### src/rtl/i2c_pkg.sv
// Shared types and constants for the single-register I2C master.
package i2c_pkg;

    typedef enum logic [3:0] {
        IDLE,
        START,
        ADDR_W,
        ACK_A,
        IDX,
        ACK_I,
        WDATA,
        ACK_D,
        RSTART,
        ADDR_R,
        ACK_R,
        RDATA,
        MNACK,
        STOP
    } i2c_state_t;

    localparam logic RW_WRITE = 1'b0;
    localparam logic RW_READ  = 1'b1;
    localparam logic ACK_BIT  = 1'b0;
    localparam logic NACK_BIT = 1'b1;

endpackage

### src/rtl/i2c_qtr_timer.sv
// SCL quarter-period timer: counts 0..QTR_DIV-1 and advances a 2-bit quarter index.
// hold freezes the counter at 0 so a slave can stretch SCL.
module i2c_qtr_timer #(
    parameter int unsigned QTR_DIV = 250,
    parameter int unsigned CNT_W   = 16
) (
    input  logic       clk,
    input  logic       start_rst,
    input  logic       en,
    input  logic       hold,
    input  logic       last,
    output logic       qtr_tick,
    output logic [1:0] qtr
);

    logic [CNT_W-1:0] cnt;
    logic             stall;

    assign stall    = hold && (cnt == '0);
    assign qtr_tick = en && !stall && (cnt == CNT_W'(QTR_DIV - 1));

    always_ff @(posedge clk or posedge start_rst) begin
        if (start_rst) begin
            cnt <= '0;
            qtr <= '0;
        end else if (!en) begin
            cnt <= '0;
            qtr <= '0;
        end else if (qtr_tick) begin
            cnt <= '0;
            qtr <= last ? 2'd0 : qtr + 2'd1;
        end else if (!stall) begin
            cnt <= cnt + CNT_W'(1);
        end
    end

endmodule

### src/rtl/i2c_master_controller.sv
// Single-register I2C master: write (S, addr+W, idx, data, P) or read (S, addr+W, idx, Sr, addr+R, byte, NACK, P).
// Define I2C_CLK_STRETCH_EN to let a slave stretch SCL; otherwise scl_i is ignored.
module i2c_master_controller
    import i2c_pkg::*;
#(
    parameter int unsigned QTR_DIV = 250,
    parameter int unsigned CNT_W   = 16
) (
    input  logic       clk,
    input  logic       start_rst,
    input  logic       cmd_valid,
    output logic       cmd_ready,
    input  logic       cmd_rw,
    input  logic [6:0] cmd_addr,
    input  logic [7:0] cmd_idx,
    input  logic [7:0] cmd_wdata,
    output logic       busy,
    output logic       done,
    output logic       ack_err,
    output logic [7:0] rdata,
    input  logic       scl_i,
    input  logic       sda_i,
    output logic       scl_oe,
    output logic       sda_oe
);

    i2c_state_t state, state_nxt;
    logic       rw_q;
    logic [6:0] addr_q;
    logic [7:0] idx_q, wdata_q, tx_sr, rx_sr;
    logic [2:0] bit_cnt;
    logic       ack_bit;
    logic [1:0] sda_sync;
    logic [1:0] qtr;
    logic       qtr_tick, last_qtr, hold, bit_end, sample;
    logic       scl_rel, sda_rel;

    assign cmd_ready = (state == IDLE);
    assign busy      = (state != IDLE);
    assign bit_end   = qtr_tick && last_qtr;
    assign sample    = qtr_tick && (qtr == 2'd1);

    always_ff @(posedge clk or posedge start_rst) begin
        if (start_rst) sda_sync <= 2'b11;
        else           sda_sync <= {sda_sync[0], sda_i};
    end

`ifdef I2C_CLK_STRETCH_EN
    logic [1:0] scl_sync;
    always_ff @(posedge clk or posedge start_rst) begin
        if (start_rst) scl_sync <= 2'b11;
        else           scl_sync <= {scl_sync[0], scl_i};
    end
    // SCL released but still read low: a slave is stretching, so freeze the quarter.
    assign hold = busy && scl_rel && !scl_sync[1];
`else
    logic scl_unused;
    assign scl_unused = scl_i;
    assign hold       = 1'b0;
`endif

    i2c_qtr_timer #(
        .QTR_DIV (QTR_DIV),
        .CNT_W   (CNT_W)
    ) u_qtr_timer (
        .clk       (clk),
        .start_rst (start_rst),
        .en        (busy),
        .hold      (hold),
        .last      (last_qtr),
        .qtr_tick  (qtr_tick),
        .qtr       (qtr)
    );

    always_ff @(posedge clk or posedge start_rst) begin
        if (start_rst) state <= IDLE;
        else           state <= state_nxt;
    end

    always_comb begin
        state_nxt = state;
        scl_rel   = 1'b1;
        sda_rel   = 1'b1;
        last_qtr  = (qtr == 2'd3);
        case (state)
            IDLE: begin
                if (cmd_valid) state_nxt = START;
            end
            START: begin
                last_qtr = (qtr == 2'd1);
                scl_rel  = (qtr == 2'd0);
                sda_rel  = 1'b0;
                if (bit_end) state_nxt = ADDR_W;
            end
            ADDR_W, IDX, WDATA, ADDR_R, RDATA: begin
                scl_rel = (qtr == 2'd1) || (qtr == 2'd2);
                sda_rel = (state == RDATA) ? 1'b1 : tx_sr[7];
                if (bit_end && bit_cnt == 3'd7) begin
                    case (state)
                        ADDR_W:  state_nxt = ACK_A;
                        IDX:     state_nxt = ACK_I;
                        WDATA:   state_nxt = ACK_D;
                        ADDR_R:  state_nxt = ACK_R;
                        default: state_nxt = MNACK;
                    endcase
                end
            end
            ACK_A, ACK_I, ACK_D, ACK_R, MNACK: begin
                scl_rel = (qtr == 2'd1) || (qtr == 2'd2);
                if (bit_end) begin
                    if (state != MNACK && ack_bit == NACK_BIT) begin
                        state_nxt = STOP;
                    end else begin
                        case (state)
                            ACK_A:   state_nxt = IDX;
                            ACK_I:   state_nxt = (rw_q == RW_READ) ? RSTART : WDATA;
                            ACK_R:   state_nxt = RDATA;
                            default: state_nxt = STOP;
                        endcase
                    end
                end
            end
            RSTART: begin
                scl_rel = (qtr == 2'd1) || (qtr == 2'd2);
                sda_rel = (qtr == 2'd0) || (qtr == 2'd1);
                if (bit_end) state_nxt = ADDR_R;
            end
            STOP: begin
                last_qtr = (qtr == 2'd2);
                scl_rel  = (qtr != 2'd0);
                sda_rel  = (qtr == 2'd2);
                if (bit_end) state_nxt = IDLE;
            end
            default: state_nxt = IDLE;
        endcase
    end

    always_ff @(posedge clk or posedge start_rst) begin
        if (start_rst) begin
            rw_q    <= RW_WRITE;
            addr_q  <= '0;
            idx_q   <= '0;
            wdata_q <= '0;
            tx_sr   <= '0;
            rx_sr   <= '0;
            bit_cnt <= '0;
            ack_bit <= ACK_BIT;
            ack_err <= 1'b0;
            done    <= 1'b0;
            rdata   <= '0;
            scl_oe  <= 1'b0;
            sda_oe  <= 1'b0;
        end else begin
            done   <= 1'b0;
            scl_oe <= ~scl_rel;
            sda_oe <= ~sda_rel;
            if (cmd_valid && cmd_ready) begin
                rw_q    <= cmd_rw;
                addr_q  <= cmd_addr;
                idx_q   <= cmd_idx;
                wdata_q <= cmd_wdata;
                bit_cnt <= '0;
                ack_err <= 1'b0;
            end
            if (sample) begin
                ack_bit <= sda_sync[1];
                if (state == RDATA) rx_sr <= {rx_sr[6:0], sda_sync[1]};
            end
            if (bit_end) begin
                case (state)
                    ADDR_W, IDX, WDATA, ADDR_R: begin
                        tx_sr   <= {tx_sr[6:0], 1'b0};
                        bit_cnt <= bit_cnt + 3'd1;
                    end
                    RDATA: bit_cnt <= bit_cnt + 3'd1;
                    ACK_A, ACK_I, ACK_D, ACK_R: begin
                        if (ack_bit == NACK_BIT) ack_err <= 1'b1;
                    end
                    STOP: begin
                        done <= 1'b1;
                        if (rw_q == RW_READ && !ack_err) rdata <= rx_sr;
                    end
                    default: ;
                endcase
            end
            // Load the outgoing byte on entry; overrides the shift above.
            if (state_nxt != state) begin
                case (state_nxt)
                    ADDR_W:  tx_sr <= {addr_q, RW_WRITE};
                    IDX:     tx_sr <= idx_q;
                    WDATA:   tx_sr <= wdata_q;
                    ADDR_R:  tx_sr <= {addr_q, RW_READ};
                    default: ;
                endcase
            end
        end
    end

endmodule

### config.mk
export PLATFORM = sky130hd
export DESIGN_NAME = i2c_master_controller
export DESIGN_NICKNAME = d
export VERILOG_FILES = /design/src/rtl/i2c_pkg.sv /design/src/rtl/i2c_qtr_timer.sv /design/src/rtl/i2c_master_controller.sv
export SDC_FILE = /design/constraint.sdc
export NUM_CORES = 1
export LEC_CHECK = 0
export CORE_MARGIN = 2
export CORE_UTILIZATION = 45
export CTS_CLUSTER_SIZE = 30
export DETAILED_ROUTE_END_ITERATION = 8
export PLACE_DENSITY = 0.65
export SYNTH_ARGS = -nofsm -noshare
export SYNTH_HDL_FRONTEND = slang
export SYNTH_HIERARCHICAL = 1
export SYNTH_SLANG_ARGS = --single-unit
### constraint.sdc
create_clock -name clk -period 8.3 [get_ports clk]
set_clock_uncertainty 0.15 [all_clocks]
set_input_delay 1.66 -clock clk [delete_from_list [all_inputs] [get_ports clk]]
set_output_delay 1.66 -clock clk [all_outputs]
set_load 0.02 [all_outputs]
---- After elaboration in Yosys (flattened, before gate mapping) ----
Index checks and enable logic that the tools add are counted.
storage, ports and cells
  input bits .............................. 29
  bits in registers ....................... 80
  output and inout port bits .............. 14
operators by class
  muxes and demuxes ....................... 33
  add/sub/neg operators ................... 3
  bitwise gates (word level) .............. 2
  equal/unequal tests ..................... 25
  reductions and logical operators ........ 21
operators with widths
  operator                                               count
  2-to-1 mux 16 bit                                      2
  2-to-1 mux 4 bit                                       8
  case mux 8 bit (4 select lines)                        1
  equality test 4 bit (second input constant)            7
  equality test 4 x 3 -> 1 bit (second input constant)   6
  2-to-1 mux 8 bit                                       3
  case mux 4 bit (6 select lines)                        1
  adder 16 x 1 -> 16 bit (second input constant)         1
  equality test 16 x 8 -> 1 bit (second input constant)  1
  case mux 4 bit (4 select lines)                        1
  equality test 4 x 2 -> 1 bit (second input constant)   3
  case mux 4 bit (3 select lines)                        1
  OR reduction 11 bit                                    1
  OR reduction 5 bit                                     2
  2-to-1 mux 3 bit                                       3
  OR reduction 4 bit                                     2
  logical AND 1 bit                                      7
  2-to-1 mux 1 bit                                       7
  2-to-1 mux 2 bit                                       3
  equality test 2 bit (second input constant)            2
  equality test 4 x 1 -> 1 bit (second input constant)   1
  logical NOT 4 bit                                      1
  != test 4 bit                                          1
  != test 4 bit (second input constant)                  1
  16 further kinds                                       18

---- Longest topological paths before layout ----
Gate-level depths: netlist of run 1.
  depth after elaboration ................. 9
  depth in mapped cells ................... 16
  depth with buffers taken out ............ 13

---- By module ----
Netlist of run 1, hierarchy kept.
modules (own cells, without submodules)
  module                 instances  sequential area each (um2)  area an instance (um2)  cells an instance
  i2c_master_controller  1          1554.0                      3298.2                  294
  i2c_qtr_timer          1          450.4                       989.7                   105

---- Worst setup path after synthesis of run 1 ----
No wires, ideal clock.
  kind .................................... reg-to-reg
  start ................................... register state[3]
  end ..................................... register tx_sr[0]
  clock period less this slack ............ 4072 ps
  slack ................................... 4228 ps
  data arrival time ....................... 3842 ps
  cell stages (with the launch flop) ...... 17
  path through ............................ dfrtp_1 buf_2 nor2_1 nand2_1 nor2b_1 nand4_1 nor2_1 and2_1 o21ai_1 a211o_1 a32oi_4 inv_2 buf_2 nor4_4 a22o_1 buf_6 mux2i_1
on the way
  cells in the longest elaborated chain, start to end .. 9
RTL lines
  item                                               line                          RTL
  start, declared                                    i2c_master_controller.sv:27   i2c_state_t state, state_nxt;
  start signal, assigned                             i2c_master_controller.sv:77   else state <= state_nxt;
  nonzero test 4 bit (*)                             i2c_master_controller.sv:39   assign busy = (state != IDLE);
  net busy                                           i2c_master_controller.sv:17   output logic busy,
  logical AND 1 bit (*)                              i2c_qtr_timer.sv:20           assign qtr_tick = en && !stall && (cnt == CNT_W'(QTR_DIV - 1));
  net qtr_tick                                       i2c_master_controller.sv:35   logic qtr_tick, last_qtr, hold, bit_end, sample;
  logical AND 1 bit (*)                              i2c_master_controller.sv:40   assign bit_end = qtr_tick && last_qtr;
  logical AND 1 bit                                  i2c_master_controller.sv:98   if (bit_end && bit_cnt == 3'd7) begin
  2-to-1 mux 4 bit                                   i2c_master_controller.sv:98
  case mux 4 bit (6 select lines) (*)                i2c_master_controller.sv:85   case (state)
  net state_nxt[1]                                   i2c_master_controller.sv:27
  equality test 4 bit, or another cell as far along  i2c_master_controller.sv:188  case (state_nxt)
  case mux 8 bit (4 select lines)                    i2c_master_controller.sv:188
  2-to-1 mux 8 bit (*)                               i2c_master_controller.sv:187  if (state_nxt != state) begin
  end signal, assigned                               i2c_master_controller.sv:189  ADDR_W: tx_sr <= {addr_q, RW_WRITE};
  end signal, assigned                               i2c_master_controller.sv:190  IDX: tx_sr <= idx_q;
  end signal, assigned                               i2c_master_controller.sv:191  WDATA: tx_sr <= wdata_q;
  end, declared                                      i2c_master_controller.sv:30   logic [7:0] idx_q, wdata_q, tx_sr, rx_sr;
The timed path passes the listed nets; every way through them passes the cells marked *.
A chain may end at the register's enable or synchronous reset.

---- Worst setup path after layout of run 1 ----
  start ................................... register state[3]
  end ..................................... register tx_sr[0]
on the way
  cells in the longest elaborated chain, start to end .. 9
RTL lines
  item                                               line
  nonzero test 4 bit (*)                             i2c_master_controller.sv:39
  logical AND 1 bit (*)                              i2c_qtr_timer.sv:20
  net qtr_tick                                       i2c_master_controller.sv:35
  logical AND 1 bit (*)                              i2c_master_controller.sv:40
  logical AND 1 bit                                  i2c_master_controller.sv:98
  2-to-1 mux 4 bit                                   i2c_master_controller.sv:98
  case mux 4 bit (6 select lines)                    i2c_master_controller.sv:85
  equality test 4 bit, or another cell as far along  i2c_master_controller.sv:188
  case mux 8 bit (4 select lines)                    i2c_master_controller.sv:188
  2-to-1 mux 8 bit (*)                               i2c_master_controller.sv:187
Marks and branches as above.

==> metrics.md, run 1 <==
| Metric | Value |
|---|---|
| Run status | `completed` |
| TNS Setup | `0 ns` |
| Final ANT Viol Nets | `0` |
| Reg area | `2000 um^2` |
| Util after Layout | `0.538` |
| Synth top area share | `0.455` |
| CP startpoint kind | `flip-flop` |
| Worst-path clk slew | `0.09 ns` |
| Clk Latency, worst-skew pair | `0.36 ns` |
| Drt pass-1 iters | `4` |
| Cells after Synth | `399` |
| RSZ-0062 raised after global routing | `false` |
| Post-synth cell types | `68` |
| Tcrit/Tclk final | `0.632` |
| Worst endpoint data arrival time | `5.37 ns` |
| Maximum clock path buffer count | `2` |
| Die area | `10300 um^2` |
| Multi-input gate area | `2140 um^2` |
| Area grow syn2layout | `16.0%` |
| WP buf/inv | `1` |
| Endpoints failing hold | `0` |
| Postcts setup bufs | `0` |
| Syn nets | `437` |
| Final Slew Violations | `0` |
| Total Routed Length | `8810 um` |
| Mapped cell area | `4290 um^2` |
| EDFF count, synth | `0` |
| Final setup fails | `0` |
| Die Ht | `102 um` |
| Crit path kind | `reg2reg` |
| Hold buffer count at cts | `0` |
| Fmax | `0.191 GHz` |
| Slew margin rel. | `0.233` |
| First-pass GRT wire length | `15200 um` |
| Die Width | `102 um` |
| Leak | `2.16 nW` |
| RR Startpoint | `state[3]` |
| Largest net degree at the start of global routing | `63` |
| DR vias | `3230` |
| CTS tree | `built` |
| Avg Inst Size Synth | `10.7 um^2` |
| Vias/cell | `5.66` |
| Max incr delay on CP | `0.87 ns` |
| Peak VDD IR | `89.3 uV` |
| Rows | `35` |
| Initial antenna violation count | `0` |
| Worst slew pin tran | `1.15 ns` |
| Core box area | `9240 um^2` |
| Ant diodes | `0` |
| Critical path launch point | `state[3]` |
| Layout net count | `475` |
| Primary FF master, synth | `dfrtp_1` |
| Most numerous cell in the Yosys netlist | `dfrtp_1` |
| Most common library cells after synthesis | `dfrtp_1, mux2_2, nand2_1, nor2_1, o21ai_0` |
| Top delay family on crit path | `simple AND/OR/NAND/NOR gates` |
| Average routed wire per standard cell | `15.4 um` |
| Sequential share of the synthesized area | `0.467` |
| Max-cap viol count | `0` |
| Min-delay worst type | `reg2reg` |
| Initial drt markers | `186` |
| Crit-path max FO | `25` |
| Min Tclk post-route | `5.24 ns` |
| Crit path cell chain | `nor2_1 -> nand2_1 -> nor2b_1 -> nand4_1 -> nor2_1 -> and2_1 -> o21ai_1 -> a211o_1 -> a32oi_4 -> inv_2 -> nor4_4 -> a22o_1 -> mux2i_1` |
| #FFs+latches synth | `80` |
| CTS Buf Count | `9` |
| RePlAce Congestion | `0.819` |
| CP required | `8.43 ns` |
| Ys Warns | `6` |
| I/O pins | `43` |
| Layout cells sized above 1 | `0.186` |
| Post_cts resized | `0` |
| HP Start | `sda_sync[0]` |
| Pwr/cell area | `137 nW/um^2` |
| CTS root buf | `clkbuf_8` |
| Overall Global Routing Usage | `0.185` |
| Worst setup EP type | `flip-flop` |
| Vias in the first global route | `3163` |
| Slowest stage cell on the critical path | `dfrtp_1` |
| Residual DRC | `0` |
| Initial cell density of the core | `0.464` |
| Yosys top cell by area | `dfrtp_1` |
| Area contributors post-synth | `dfrtp_1, mux2_2, nand2_1` |
| DPL Wire Length | `6110 um` |
| Fill cell count | `819` |
| Gr ovfl total | `0` |
| Port Buffers | `41` |
| CTS H-tree depth | `3` |
| Worst path most repeated cell | `nor2_1` |
| Synth async-reset ratio | `1.00` |
| Clock sink count | `80` |
[state kept, by name, indices dropped and copies added (netlist names)]
register / cells
u_qtr_timer/cnt: 16
idx_q: 8
rdata: 8
rx_sr: 8
tx_sr: 8
wdata_q: 8
addr_q: 7
state: 4
bit_cnt: 3
sda_sync: 2
u_qtr_timer/qtr: 2
ack_bit: 1
ack_err: 1
done: 1
rw_q: 1
scl_oe: 1
sda_oe: 1
[kinds of logic (layout without fill, tap and decap cells)]
group                    Yosys count  count (layout)  synth area share
AO/OA/AOI/OAI                     90              90             0.160
other                              1               1          0.000875
multiplexers                      50              50             0.131
adder cells (fa/ha/maj)            9               9            0.0263
AND/OR/NAND/NOR                  125             125             0.155
XOR/XNOR                          13              13            0.0266
flip-flops                        80              80             0.467
buffers and inverters             31              74            0.0336
[where the power goes]
group	leakage, nW	internal (mW)	switching, mW
Clock	0.0842	0.126	0.145
Sequential	1.05	0.390	0.000229
Combinational	1.02	0.0115	0.00929
Total	2.16	0.528	0.154
[worst register-to-register path: cells and delay by family (launching register included)]
kind	cells	cell delay [ns]
AOI/OAI and AO/OA	4	1.29
buffers and inverters	1	0.20
DFF	1	0.87
muxes	1	0.24
and+or+nand+nor	7	2.42
[layout make-up]
cell class                      count  share of cell area
Inverter                           16              0.0121
Sequential cell                    80               0.403
Timing Repair Buffer               42              0.0840
Multi-Input combinational cell    288               0.430
Tap cell                          129              0.0325
Clock inverter                      5             0.00780
Clock buffer                       11              0.0304
[metrics by stage]
stage | area [um^2] | hold WS, ns | cells | power (mW) | setup WS (ns)
final | 4970 | 0.224 | 571 | 0.682 | 3.06
after global routing | 4970 | 0.226 | 571 | 0.712 | 2.57
after CTS | 4970 | 0.225 | 571 | 0.692 | 3.07
after detailed placement | 4780 | 0.204 | 555 | 0.420 | 3.10
after global placement | 4780 | 0.197 | 555 | 0.420 | 3.27
after floorplan | 4290 | 0.195 | 399 | 0.404 | 4.23
[cells in the final DEF (no fill, tap or decap), types with 11 or more instances in the layout]
master           count
nor2_1              26
o21ai_0             18
dfrtp_1             78
clkdlybuf4s50_1     41
mux2_2              48
inv_1               14
nand3_1             11
nor3_1              11
clkbuf_8            11
nand2_1             37
o211ai_1            12
[path summary, 6_finish.rpt]
| path | endpoint | slack [ns] | cells after the start |
|---|---|---|---|
| min in group asynchronous | u_qtr_timer/cnt[9] | 1.60 | 2 |
| max in group asynchronous | rx_sr[4] | 5.75 | 3 |
| hold reg to reg | sda_sync[1] | 0.22 | 0 |
| hold / removal | sda_sync[1] | 0.22 | 0 |
| setup reg to reg | tx_sr[0] | 3.06 | 13 |
| setup / recovery | tx_sr[0] | 3.06 | 13 |
[per-layer routing]
layer / up-vias / wire length (um) / global-route usage
met5: - / 0 / 0
met4: 0 / 112 / 0.0561
met3: 10 / 439 / 0.0428
met2: 89 / 4130 / 0.293
met1: 1594 / 4130 / 0.254
li1: 1537 / - / -
No activity file was read; power rests on OpenSTA's default activity.
==> run 2: changes to the inputs <==
Settings changed: PLACE_DENSITY 0.65 to 0.68.
Clock period 8.3 ns to 4.6 ns, I/O delays scaled along.
==> metrics.md, run 2 (synthesized netlist as in run 1, its figures left out) <==
| Metric | Value |
|---|---|
| RePlAce Congestion | `0.876` |
| Tcrit/Tclk final | `0.899` |
| Endpoints failing hold | `0` |
| Initial cell density of the core | `0.464` |
| Clock sink count | `80` |
| CTS tree | `built` |
| TNS Setup | `0 ns` |
| Total Routed Length | `8680 um` |
| Reg2reg path depth | `13` |
| WHS | `0.211 ns` |
| Initial drt markers | `166` |
| Clk Latency, worst-skew pair | `0.36 ns` |
| Placed inst area | `4840 um^2` |
| R2R Path End | `tx_sr[0]` |
| Worst endpoint data arrival time | `4.28 ns` |
| Commonest non-fill, non-tap cell in the layout | `dfrtp_1` |
| RSZ-0062 raised after global routing | `false` |
| Crit path kind | `reg2reg` |
| Largest net degree at the start of global routing | `44` |
| DPL Wire Length | `6210 um` |
| Leak | `2.21 nW` |
| HP Start | `sda_sync[0]` |
| Worst Hold Depth | `0` |
| CTS Buf Count | `9` |
| Busiest grt layer | `met2` |
| Post_cts resized | `0` |
| Hold buffer count at cts | `0` |
| Layout cells sized above 1 | `0.198` |
| Worst path most repeated cell | `nor2_1` |
| Top delay family on crit path | `simple AND/OR/NAND/NOR gates` |
| GR Layer Usage met2 | `0.302` |
| First-pass GRT wire length | `14900 um` |
| Max incr delay on CP | `0.52 ns` |
| Min-delay worst type | `reg2reg` |
| I/O pins | `43` |
| Crit path cell chain | `nor2_1 -> nand2_1 -> nor2b_1 -> nand4_1 -> nor2_1 -> and2_1 -> o21ai_1 -> a211o_1 -> a32oi_4 -> inv_2 -> nor4_4 -> a22o_1 -> mux2i_1` |
| RR Startpoint | `state[1]` |
| Most frequent cells in the layout | `dfrtp_1, mux2_2, clkdlybuf4s50_1` |
| Gr ovfl total | `0` |
| Reg2Reg Setup Slack | `0.46 ns` |
| Postcts setup bufs | `0` |
| Util after Layout | `0.545` |
| Ant diodes | `0` |
| CTS H-tree depth | `3` |
| Met3 Use GR | `0.0414` |
| Rows | `35` |
| Average routed wire per standard cell | `15.0 um` |
| Layout net count | `482` |
| Biggest register | `u_qtr_timer/cnt` |
| Worst slew pin tran | `1.19 ns` |
| Slowest stage cell on the critical path | `nor2_1` |
| Core box area | `9240 um^2` |
| Slew margin rel. | `0.203` |
| Residual DRC | `0` |
| Final instance area | `5040 um^2` |
| Vias/cell | `5.51` |
| Met1 global-route usage | `0.240` |
| Maximum clock path buffer count | `2` |
| Peak VDD IR | `189 uV` |
| Max reg flops | `16` |
| CTS root buf | `clkbuf_8` |
| Max-cap viol count | `0` |
| Vias in the first global route | `3100` |
| Die Width | `102 um` |
| Crit-path max FO | `11` |
| Final setup fails | `0` |
| CP startpoint kind | `flip-flop` |
| Min Tclk post-route | `4.14 ns` |
| Port Buffers | `41` |
| Worst setup EP type | `flip-flop` |
| Area grow syn2layout | `17.5%` |
| Fmax | `0.242 GHz` |
| Die Ht | `102 um` |
| Worst-path clk slew | `0.09 ns` |
| WP buf/inv | `1` |
| Final ANT Viol Nets | `0` |
| Pwr/cell area | `254 nW/um^2` |
| Run status | `completed` |
| Overall Global Routing Usage | `0.183` |
| Initial antenna violation count | `0` |
| Die area | `10300 um^2` |
| CP required | `4.74 ns` |
| Final Slew Violations | `0` |
| Drt pass-1 iters | `5` |
| DR vias | `3183` |
| Hold EP | `sda_sync[1]` |
==> run 2: cell count changes in the layout (fill, tap and decap cells not counted), sizes merged <==
cell and delta:
buf +7, clkinvlp -3, inv +3, clkbuf -2, bufinv +1, clkinv +1
==> run 2: metrics by stage <==
| step | setup WS [ns] | std cells | total power [mW] |
|---|---|---|---|
| finish | 0.464 | 578 | 1.28 |
| detailed placement | 0.460 | 562 | 0.758 |
| global route | 0.0511 | 578 | 1.33 |
| CTS | 0.435 | 578 | 1.30 |
| floorplan | 0.528 | 399 | 0.729 |
| global placement | 0.557 | 562 | 0.757 |
==> run 2: worst reg2reg max path, stage by stage, from the launching register on <==
cell     delay [ns]
dfrtp_1        0.36
nor2_1         0.11
nand2_1        0.20
nor2b_1        0.19
nand4_1        0.28
nor2_1         0.52
and2_1         0.27
o21ai_1        0.14
a211o_1        0.32
a32oi_4        0.27
inv_2          0.15
nor4_4         0.50
a22o_1         0.40
mux2i_1        0.22
==> run 2: per-layer routing <==
metal  share of wire  up-vias
li1                -     1552
met1            0.45     1556
met2            0.49       65
met3           0.039       10
met4           0.016        0
met5               0        -
==> run 2: how the worst max path moves through the flow <==
| stage | from | endpoint | slack [ns] | cells after the start |
|---|---|---|---|---|
| 2_1_floorplan | state[3] | tx_sr[0] | 0.53 | 16 |
| 3_3_place_gp | state[1] | tx_sr[0] | 0.56 | 13 |
| 3_5_place_dp | state[1] | tx_sr[0] | 0.46 | 13 |
| 4_1_cts | state[1] | tx_sr[0] | 0.43 | 13 |
| 5_1_grt | state[1] | tx_sr[0] | 0.05 | 13 |
| 6_report | state[1] | tx_sr[0] | 0.46 | 13 |
==> run 2: area by class of cell <==
cell class                 instances  area (um^2)
multi-input combinational        288         2140
tap                              129          161
inverter                          16         60.1
sequential                        80         2000
fill                             833         4200
timing repair buffer              49          470
clock buffer                       9          124
clock inverter                     7         77.6
==> run 2: power breakdown <==
group          switching [mW]  internal (mW)
logic                  0.0169         0.0208
registers            0.000294          0.704
clock network           0.278          0.257
==> run 3: changes to the inputs <==
Settings changed: SLEW_MARGIN set to 20.
==> metrics.md, run 3 (synthesized netlist as in run 1, its figures left out) <==
| Metric | Value |
|---|---|
| Endpoints failing hold | `0` |
| CTS tree | `built` |
| Core box area | `9240 um^2` |
| Final setup fails | `0` |
| CP startpoint kind | `flip-flop` |
| Drt pass-1 iters | `4` |
| Die area | `10300 um^2` |
| Pwr/cell area | `253 nW/um^2` |
| Die Ht | `102 um` |
| Max-cap viol count | `0` |
| CTS Buf Count | `9` |
| Min-delay worst type | `reg2reg` |
| Post_cts resized | `0` |
| Fmax | `0.238 GHz` |
| Rows | `35` |
| Worst slew pin tran | `1.08 ns` |
| I/O pins | `43` |
| Average routed wire per standard cell | `15.0 um` |
| Hold buffer count at cts | `0` |
| Worst-path clk slew | `0.09 ns` |
| RePlAce Congestion | `0.876` |
| Overall Global Routing Usage | `0.183` |
| Vias in the first global route | `3100` |
| Commonest non-fill, non-tap cell in the layout | `dfrtp_1` |
| Min Tclk post-route | `4.20 ns` |
| CP required | `4.74 ns` |
| Final Slew Violations | `0` |
| Leak | `2.22 nW` |
| Largest net degree at the start of global routing | `44` |
| Worst endpoint data arrival time | `4.34 ns` |
| Util after Layout | `0.546` |
| Final ANT Viol Nets | `0` |
| Layout net count | `482` |
| Crit-path max FO | `11` |
| Max reg flops | `16` |
| Vias/cell | `5.49` |
| Clk Latency, worst-skew pair | `0.36 ns` |
| RSZ-0062 raised after global routing | `false` |
| Ant diodes | `0` |
| Die Width | `102 um` |
| Fill cell count | `835` |
| Peak VDD IR | `189 uV` |
| Slew margin rel. | `0.271` |
| Maximum clock path buffer count | `2` |
| Gr ovfl total | `0` |
| DR vias | `3173` |
| Clock sink count | `80` |
| Worst setup EP type | `flip-flop` |
| Most frequent cells in the layout | `dfrtp_1, mux2_2, clkdlybuf4s50_1` |
| CTS root buf | `clkbuf_8` |
| TNS Setup | `0 ns` |
| Run status | `completed` |
| Initial antenna violation count | `0` |
| Biggest register | `u_qtr_timer/cnt` |
| Pwr Total | `1.28 mW` |
| Total Routed Length | `8660 um` |
| Tcrit/Tclk final | `0.913` |
| Port Buffers | `41` |
| First-pass GRT wire length | `14900 um` |
| CTS H-tree depth | `3` |
| Postcts setup bufs | `0` |
| Initial cell density of the core | `0.464` |
| Area grow syn2layout | `17.6%` |
| Initial drt markers | `145` |
| Residual DRC | `0` |
| DPL Wire Length | `6210 um` |
| Layout cells sized above 1 | `0.203` |
| Crit path kind | `reg2reg` |
-- run 3: worst paths after layout --
check,start,endpoint,slack [ns],cells past startpoint
worst max-delay path,state[1],tx_sr[0],0.40,13
worst min-delay path,sda_sync[0],sda_sync[1],0.21,0
worst max register to register,state[1],tx_sr[0],0.40,13
worst min register to register,sda_sync[0],sda_sync[1],0.21,0
max in group asynchronous,start_rst,sda_sync[1],2.50,3
min in group asynchronous,start_rst,u_qtr_timer/cnt[13],0.89,2
-- run 3: stage by stage --
step,setup WS [ns],instance area [um^2],hold slack (ns),std cells
after CTS,0.435,5040,0.213,578
after global placement,0.557,4840,0.201,562
after global routing,0.0135,5040,0.224,578
after detailed placement,0.460,4840,0.200,562
final,0.402,5040,0.211,578
after floorplan,0.528,4290,0.195,399
-- run 3: per-layer routing --
metal  share of wire  vias to the layer above  wire length (um)  global-route usage
met5               0                        -                 0                   0
met1            0.46                     1553              3950               0.240
met3           0.036                       13               308              0.0414
met2            0.49                       57              4260               0.302
met4           0.017                        0               144              0.0572
li1                -                     1550                 -                   -
-- run 3: area by class of cell --
| type | instances | area, um^2 | area share |
|---|---|---|---|
| clock buffers | 9 | 124 | 0.0246 |
| well taps | 129 | 161 | 0.0320 |
| inverters | 16 | 60.1 | 0.0119 |
| repair buffers | 49 | 470 | 0.0933 |
| multi-input cells | 288 | 2150 | 0.425 |
| clock inverters | 7 | 77.6 | 0.0154 |
| flip-flops and latches | 80 | 2000 | 0.397 |
-- run 3: worst max-delay path: stages (launching register included) --
cell and delay (ns):
dfrtp_1 0.36, nor2_1 0.11, nand2_1 0.21, nor2b_1 0.19
nand4_1 0.31, nor2_1 0.54, and2_1 0.27, o21ai_1 0.14
a211o_1 0.32, a32oi_4 0.26, inv_2 0.15, nor4_4 0.49
a22o_1 0.40, mux2i_1 0.22
-- run 3: power breakdown --
group	internal, mW	total [mW]	switching (mW)
Clock	0.257	0.535	0.278
Sequential	0.704	0.704	0.000294
Combinational	0.0208	0.0378	0.0169
